**src/rtl/comparator_serial_nbit_pkg.sv**
```systemverilog
// Shared types and helpers for the serial magnitude comparator.
//   cmp_state_e : scan FSM states (IDLE, SCAN)
//   cmp_res_t   : one-hot compare result {eq, gt, lt}
//   ndig()      : number of DIGIT-wide digits in a WIDTH-bit operand
package comparator_pkg;

  typedef enum logic [0:0] {
    IDLE = 1'b0,
    SCAN = 1'b1
  } cmp_state_e;

  typedef struct packed {
    logic eq;
    logic gt;
    logic lt;
  } cmp_res_t;

  function automatic int ndig(input int width, input int digit);
    return width / digit;
  endfunction

endpackage

```
**src/rtl/comparator_serial_nbit_digit_compare.sv**
```systemverilog
// Combinational compare of one DIGIT-bit digit pair (unsigned).
// Ports:
//   a, b : digits to compare
//   eq   : a == b
//   gt   : a >  b   (a < b is implied by !eq && !gt)
module digit_compare #(
  parameter int DIGIT = 2
) (
  input  logic [DIGIT-1:0] a,
  input  logic [DIGIT-1:0] b,
  output logic             eq,
  output logic             gt
);

  assign eq = (a == b);
  assign gt = (a > b);

endmodule

```
**src/rtl/comparator_serial_nbit.sv**
```systemverilog
// Multi-cycle magnitude comparator. Operands are captured on an accepted
// start and scanned MSB-first, DIGIT bits per clock; the scan stops on the
// first differing digit. Equal operands take NDIG clocks.
// Optional feature macro: COMPARATOR_SIGNED_EN adds the signed_mode input,
// which selects two's-complement ordering for the captured operands.
// Ports:
//   clk, rst_n   : clock (rising edge), asynchronous active-low reset
//   start        : request, sampled only while busy=0
//   aa, bb       : operands, captured on accepted start
//   signed_mode  : (COMPARATOR_SIGNED_EN only) signed compare, captured on start
//   busy         : scan in progress
//   done         : one-cycle pulse, result valid from this cycle on
//   EE, GG, LL   : A==B, A>B, A<B; held until the next accepted start
module comparator_serial_nbit
  import comparator_pkg::*;
#(
  parameter int WIDTH = 16,
  parameter int DIGIT = 2
) (
  input  logic             clk,
  input  logic             rst_n,
  input  logic             start,
  input  logic [WIDTH-1:0] aa,
  input  logic [WIDTH-1:0] bb,
`ifdef COMPARATOR_SIGNED_EN
  input  logic             signed_mode,
`endif
  output logic             busy,
  output logic             done,
  output logic             EE,
  output logic             GG,
  output logic             LL
);

  localparam int NDIG  = ndig(WIDTH, DIGIT);
  localparam int CNT_W = (NDIG > 1) ? $clog2(NDIG) : 1;
  localparam logic [CNT_W-1:0] CNT_LAST = CNT_W'(NDIG - 1);

  if (WIDTH % DIGIT != 0) begin : g_width_check
    $error("comparator_serial_nbit: WIDTH (%0d) must be a multiple of DIGIT (%0d)",
           WIDTH, DIGIT);
  end

  cmp_state_e       state_q, state_d;
  logic [WIDTH-1:0] a_q, a_d;
  logic [WIDTH-1:0] b_q, b_d;
  logic [CNT_W-1:0] cnt_q, cnt_d;
  logic             done_q, done_d;
  cmp_res_t         res_q, res_d;

  logic [WIDTH-1:0] a_load, b_load;
  logic             dig_eq, dig_gt;

  // Flipping both sign bits maps two's-complement order onto unsigned order,
  // so the scan itself never needs to know about signedness.
`ifdef COMPARATOR_SIGNED_EN
  logic [WIDTH-1:0] msb_flip;
  assign msb_flip = WIDTH'(signed_mode) << (WIDTH - 1);
  assign a_load   = aa ^ msb_flip;
  assign b_load   = bb ^ msb_flip;
`else
  assign a_load   = aa;
  assign b_load   = bb;
`endif

  digit_compare #(
    .DIGIT (DIGIT)
  ) u_digit_compare (
    .a  (a_q[WIDTH-1 -: DIGIT]),
    .b  (b_q[WIDTH-1 -: DIGIT]),
    .eq (dig_eq),
    .gt (dig_gt)
  );

  always_comb begin
    state_d = state_q;
    a_d     = a_q;
    b_d     = b_q;
    cnt_d   = cnt_q;
    done_d  = 1'b0;
    res_d   = res_q;
    unique case (state_q)
      IDLE: begin
        if (start) begin
          a_d     = a_load;
          b_d     = b_load;
          cnt_d   = CNT_LAST;
          res_d   = '0;
          state_d = SCAN;
        end
      end
      SCAN: begin
        if (!dig_eq) begin
          res_d   = '{eq: 1'b0, gt: dig_gt, lt: ~dig_gt};
          done_d  = 1'b1;
          state_d = IDLE;
        end else if (cnt_q == '0) begin
          res_d   = '{eq: 1'b1, gt: 1'b0, lt: 1'b0};
          done_d  = 1'b1;
          state_d = IDLE;
        end else begin
          // Bring the next digit into the top position of both registers.
          a_d   = a_q << DIGIT;
          b_d   = b_q << DIGIT;
          cnt_d = cnt_q - 1'b1;
        end
      end
      default: state_d = IDLE;
    endcase
  end

  always_ff @(posedge clk or negedge rst_n) begin
    if (!rst_n) begin
      state_q <= IDLE;
      a_q     <= '0;
      b_q     <= '0;
      cnt_q   <= '0;
      done_q  <= 1'b0;
      res_q   <= '0;
    end else begin
      state_q <= state_d;
      a_q     <= a_d;
      b_q     <= b_d;
      cnt_q   <= cnt_d;
      done_q  <= done_d;
      res_q   <= res_d;
    end
  end

  assign busy = (state_q == SCAN);
  assign done = done_q;
  assign EE   = res_q.eq;
  assign GG   = res_q.gt;
  assign LL   = res_q.lt;

endmodule

```
**config.mk**
```make
export PLATFORM = sky130hd
export DESIGN_NAME = comparator_serial_nbit
export DESIGN_NICKNAME = d
export VERILOG_FILES = /design/src/rtl/comparator_serial_nbit_pkg.sv /design/src/rtl/comparator_serial_nbit_digit_compare.sv /design/src/rtl/comparator_serial_nbit.sv
export SDC_FILE = /design/constraint.sdc
export NUM_CORES = 1
export LEC_CHECK = 0
export BUFFER_PORTS_ARGS = -buffer_cell sky130_fd_sc_hd__buf_2
export CAP_MARGIN = 10
export CELL_PAD_IN_SITES_DETAIL_PLACEMENT = 0
export CELL_PAD_IN_SITES_GLOBAL_PLACEMENT = 1
export CORE_ASPECT_RATIO = 0.6
export CORE_MARGIN = 5
export CORE_UTILIZATION = 48
export CTS_BUF_LIST = sky130_fd_sc_hd__clkbuf_4
export DETAILED_ROUTE_END_ITERATION = 7
export GPL_TIMING_DRIVEN = 0
export PLACE_DENSITY_LB_ADDON = 0.1
export SETUP_SLACK_MARGIN = 0.05
export SLEW_MARGIN = 5
export SYNTH_ARGS = -nofsm -noshare
export SYNTH_HDL_FRONTEND = slang
export SYNTH_SLANG_ARGS = --single-unit
export TNS_END_PERCENT = 20
```
**constraint.sdc**
```tcl
create_clock -name clk -period 5 [get_ports clk]
set_clock_uncertainty 0.05 [all_clocks]
set_input_delay 1 -clock clk [delete_from_list [all_inputs] [get_ports clk]]
set_output_delay 1 -clock clk [all_outputs]
set_load 0.05 [all_outputs]
```
* Word-level counts from Yosys, hierarchy flattened *
Index checks and enable logic that the tools add are counted.

operators by class
  $add $sub $neg = 1
  order comparisons = 1
  equality and inequality tests = 5
  muxes and demuxes = 23
  bitwise logic cells = 2
  reductions and logical operators = 3

operator list
  kind                                                   count
  two-way mux 16 bit                                     6
  case mux 16 bit (2 select lines)                       2
  two-way mux 3 bit                                      6
  case mux 3 bit (2 select lines)                        2
  two-way mux 1 bit                                      6
  inequality test 2 bit, second input constant           2
  zero test 3 bit                                        1
  inequality test 3 x 2 -> 1 bit, second input constant  1
  AND reduction 3 bit                                    1
  subtractor 3 x 1 -> 3 bit, second input constant       1
  equality test 2 bit                                    1
  > comparator 2 bit                                     1
  inequality test 2 x 1 -> 1 bit, second input constant  1
  inverter 1 bit                                         2
  case mux 1 bit (2 select lines)                        1
  AND reduction 2 bit                                    1

storage, ports and cells
  bits in registers = 40
  input bits = 35
  output and inout port bits = 5

* Logic depth before layout (Yosys ltp) *
  depth after elaboration = 4
  depth in mapped cells = 6
  mapped depth without buffers = 5

* Modules after synthesis *
A second synthesis with hierarchy kept.

second synthesis, totals
  cells, all modules = 153
  area total of the unflattened synthesis = 2112.0 µm²

modules (own cells, without submodules)
  module                  times used  cells each  area an instance (µm²)  seq. area each (µm²)
  comparator_serial_nbit  1           145         2052.0                  1001.0
  digit_compare           1           8           60.1                    0.0

* Worst setup path after synthesis *
OpenSTA, ideal clock, no wires.

  kind = input to register
  from = input start
  to = register a_q[13]
  library setup time = 123 ps
  arrival = 1824 ps
  data required time = 4827 ps
  setup slack = 3003 ps
  stages on the path = 4
  buffers on the path = 1
  cells stage by stage = nor2b_1 -> clkbuf_1 -> or2b_1 -> o221a_2

between the ends
  word-level cells in the longest chain between the ends = 2

ends and longest elaborated chain
  what                             RTL line                       RTL
  from (decl)                      comparator_serial_nbit.sv:22   input logic start,
  inequality test 2 bit (no line)  n/a
  AND reduction 3 bit (no line)    n/a
  to (signal assigned)             comparator_serial_nbit.sv:115  a_q <= '0;
  to (signal assigned)             comparator_serial_nbit.sv:122  a_q <= a_d;
  to (decl)                        comparator_serial_nbit.sv:45   logic [WIDTH-1:0] a_q, a_d;

Every way passes these cells.
A chain may end at the register's enable or synchronous reset.

* Worst setup path after layout *
  from = register state_q (netlist: busy)
  to = output busy

RTL lines
  what                    RTL line                       RTL
  from (decl)             comparator_serial_nbit.sv:44   cmp_state_e state_q, state_d;
  from (signal assigned)  comparator_serial_nbit.sv:121  state_q <= state_d;
  to (decl)               comparator_serial_nbit.sv:28   output logic busy,

No word-level cell between the ends.

==> flow_metrics.tcl <==
set metrics [dict create \
    first_iter_violations 70 \
    cts_buffers 5 \
    pwr-share-comb_pct 43.6 \
    max-slew-margin-rel_pct 42.8 \
    cp_num_buf_inv 1 \
    reg2reg_to "b_q[6]" \
    cp.depth 1 \
    drv_cap 0 \
    antenna_found_initial 0 \
    utilization_pct 59.5 \
    pwr-share-seq_pct 41.1 \
    met2_usage_pct 25.1 \
    cellLeakagePower_nw 0.985 \
    root_buffer "clkbuf_4" \
    outcome "complete, no violations" \
    ant_nets 0 \
    gr-usage-all-layers_pct 16.6 \
    power_switching_w 0.000516 \
    hold_viol 0 \
    peakVddDrop_uv 304 \
    reg2reg_depth 5 \
    syn_avg_cell_area_um2 12.0 \
    cts-htree-levels 2 \
    dieArea_um2 5310 \
    p_per_area_nw_per_um2 625 \
    post-route-period-util_pct 43.8 \
    worstSetupEndpoint "busy" \
    gp_congestion 0.734 \
    power.share.clock_pct 15.3 \
    rsz0062_at_grt "no" \
    synth_top_family_by_area "compound AO/OA/AOI/OAI gates" \
    power_w 0.00138 \
    grt_busiest_layer "met2" \
    vias 1368 \
    start_util_pct 50.5 \
    clock_path_buffers 2 \
    grt_pass1_wl_um 6970 \
    cts_resized 0 \
    intPower_w 0.000869 \
    fmax_ghz 0.456 \
    chipWidth_um 90.8 \
    clk_latency_ns 0.35 \
    reg2reg_slack_ns 3.06 \
    synth_cells 157 \
    fin_crit_ns 2.19 \
    synthSimpleGateAreaFrac_pct 17.1 \
    crit_start "busy" \
    crit_chain "buf_2" \
    worst_pin_slew_ns 0.858 \
    timing.rr.start "a_q[15]" \
    path_class "reg -> out" \
    final_max_slew_viol_count 0 \
    synth_seq_area_share_pct 53.2 \
    n_antenna_cell 0 \
    crit_fanout 8 \
    globalRoute.totalOverflow 0 \
    io_buffers 39 \
    hold_buffers 0 \
    dieHeight_um 58.5 \
    ys.warnings.count 0 \
    num_io_pins 40 \
    rows 17 \
    avgRoutedWirePerCell_um 15.8 \
    drt-total-wl_um 3960 \
    grt_max_degree 41 \
    hold_path_class "reg -> reg" \
    ys_types 23 \
    critPathTopFamily "flip-flops" \
    path_clk_slew_ns 0.11 \
    synth_nets 196 \
    grt_use_met1_pct 23.0 \
    cp_slowest_stage_delay_ns 0.49 \
    crit_path_end_kind "output pin" \
    layout.nets 242 \
    via_per_inst 5.45 \
    area_growth_syn_to_layout_pct 17.8 \
    slowest_stage "dfrtp_1" \
    cts.sinks 40 \
    post_cts.repair.setup_buffers 0 \
    syn_area_um2 1880 \
    synth_compound_area_share_pct 21.4 \
    core_area_um2 3720 \
    cp_data_arrival_time_ns 1.14 \
    drive_gt1_share_pct 39.2 \
    whs_ns 0.496 \
    tritoncts "done" \
    use_met3_pct 4.73 \
    drt_pass1_iterations 4 \
    netSwitchingFraction_pct 37.2 \
    start_kind "flop" \
    synth_adder_area_share_pct 2.66 \
    synthMuxAreaShare_pct 1.13 \
    synth-xor-area-share_pct 0 \
    fin_setup_tns_ns 0 \
    dp_hpwl_um 2990 \
    drc 0 \
    postSynthRegisterBits 40 \
    worstPathRequired_ns 3.95 \
    grt_pass1_vias 1446 \
    setup_viol 0 \
]
[through the flow]
| stage | instance area, um2 | instances | setup slack (ns) |
|---|---|---|---|
| after floorplan | 1880 | 157 | 3.00 |
| after global placement | 2130 | 243 | 2.64 |
| after detailed placement | 2130 | 243 | 2.61 |
| after CTS | 2210 | 251 | 2.78 |
| after global routing | 2210 | 251 | 2.72 |
| final | 2210 | 251 | 2.81 |
[state kept, by name, summed over array words and instances (netlist names)]
register,count
a_q,16
b_q,16
cnt_q,3
EE,1
GG,1
LL,1
busy,1
done,1
[power by group through the flow]
stage / Sequential, W / Combinational (W) / Clock [W]
final: 0.000569 / 0.000604 / 0.000212
after detailed placement: 0.000574 / 0.000609 / 0
after global placement: 0.000570 / 0.000590 / 0
after floorplan: 0.000588 / 0.000436 / 0
after CTS: 0.000569 / 0.000611 / 0.000220
after global routing: 0.000587 / 0.000672 / 0.000234
[placed cells by master (no fill, tap or decap), types with 2 or more instances in the layout]
cell type / synthesis / final
buf_2: 2 / 41
buf_6: 3 / 3
clkbuf_1: 4 / 4
clkbuf_4: 0 / 5
dfrtp_1: 40 / 40
ha_1: 4 / 4
inv_1: 7 / 7
nand2_1: 13 / 13
nand2b_1: 15 / 15
nand3_1: 2 / 2
nor2_1: 3 / 3
nor2b_1: 3 / 3
o211ai_1: 4 / 4
o21ai_0: 6 / 6
o221a_1: 2 / 2
o221a_2: 26 / 26
or2b_1: 15 / 15
or4_1: 2 / 2
[routing by layer]
| metal | wire [um] | share of wire, % |
|---|---|---|
| met5 | 0 | 0 |
| met4 | 42 | 1.1 |
| met3 | 188 | 4.7 |
| met2 | 1710 | 43 |
| met1 | 2020 | 51 |
[final cells by class]
type / instances / area [um2]
Buffer: 9 / 58.8
Clock buffer: 5 / 37.5
Clock inverter: 3 / 42.5
Fill cell: 312 / 1510
Inverter: 7 / 26.3
Multi-Input combinational cell: 101 / 795
Sequential cell: 40 / 1000
Tap cell: 47 / 58.8
Timing Repair Buffer: 39 / 195
[how the worst min path moves through the flow]
| stage | from | endpoint | slack, ns | cells after the start |
|---|---|---|---|---|
| CTS | b_q[1] | b_q[1] | 0.50 | 2 |
| finish | b_q[1] | b_q[1] | 0.50 | 2 |
| global placement | EE | EE | 0.44 | 2 |
| floorplan | a_q[1] | a_q[1] | 0.45 | 2 |
| global route | a_q[1] | a_q[3] | 0.52 | 1 |
| detailed placement | b_q[1] | b_q[1] | 0.49 | 2 |
[worst min-delay path, delay by kind of cell (launching register included)]
kind / cells / cell delay, ns
DFF: 1 / 0.40
AOI/OAI and AO/OA: 1 / 0.06
and+or+nand+nor: 1 / 0.06
[Yosys cell counts (all sizes together)]
master,n,area [um2]
or2b,15,113
nand3,2,10.0
nand2,13,48.8
mux2,1,11.3
o211ai,4,30.0
clkbuf,4,15.0
a21oi,1,5.00
dfrtp,40,1000
nand2b,15,93.8
o31ai,1,21.3
nor2b,3,18.8
o21ai,6,30.0
mux2i,1,10.0
and2,1,6.26
or4,2,15.0
inv,7,26.3
nor3,1,5.00
buf,5,43.8
nor2,3,11.3
ha,4,50.1
o221a,28,315
[logic make-up after synthesis]
kind of cell               after synthesis
and+or+nand+nor                         55
muxes                                    2
AOI/OAI and AO/OA                       40
adders and majority gates                4
DFF                                     40
buffers and inverters                   16
Note: power is estimated with default switching activity, not from simulation.
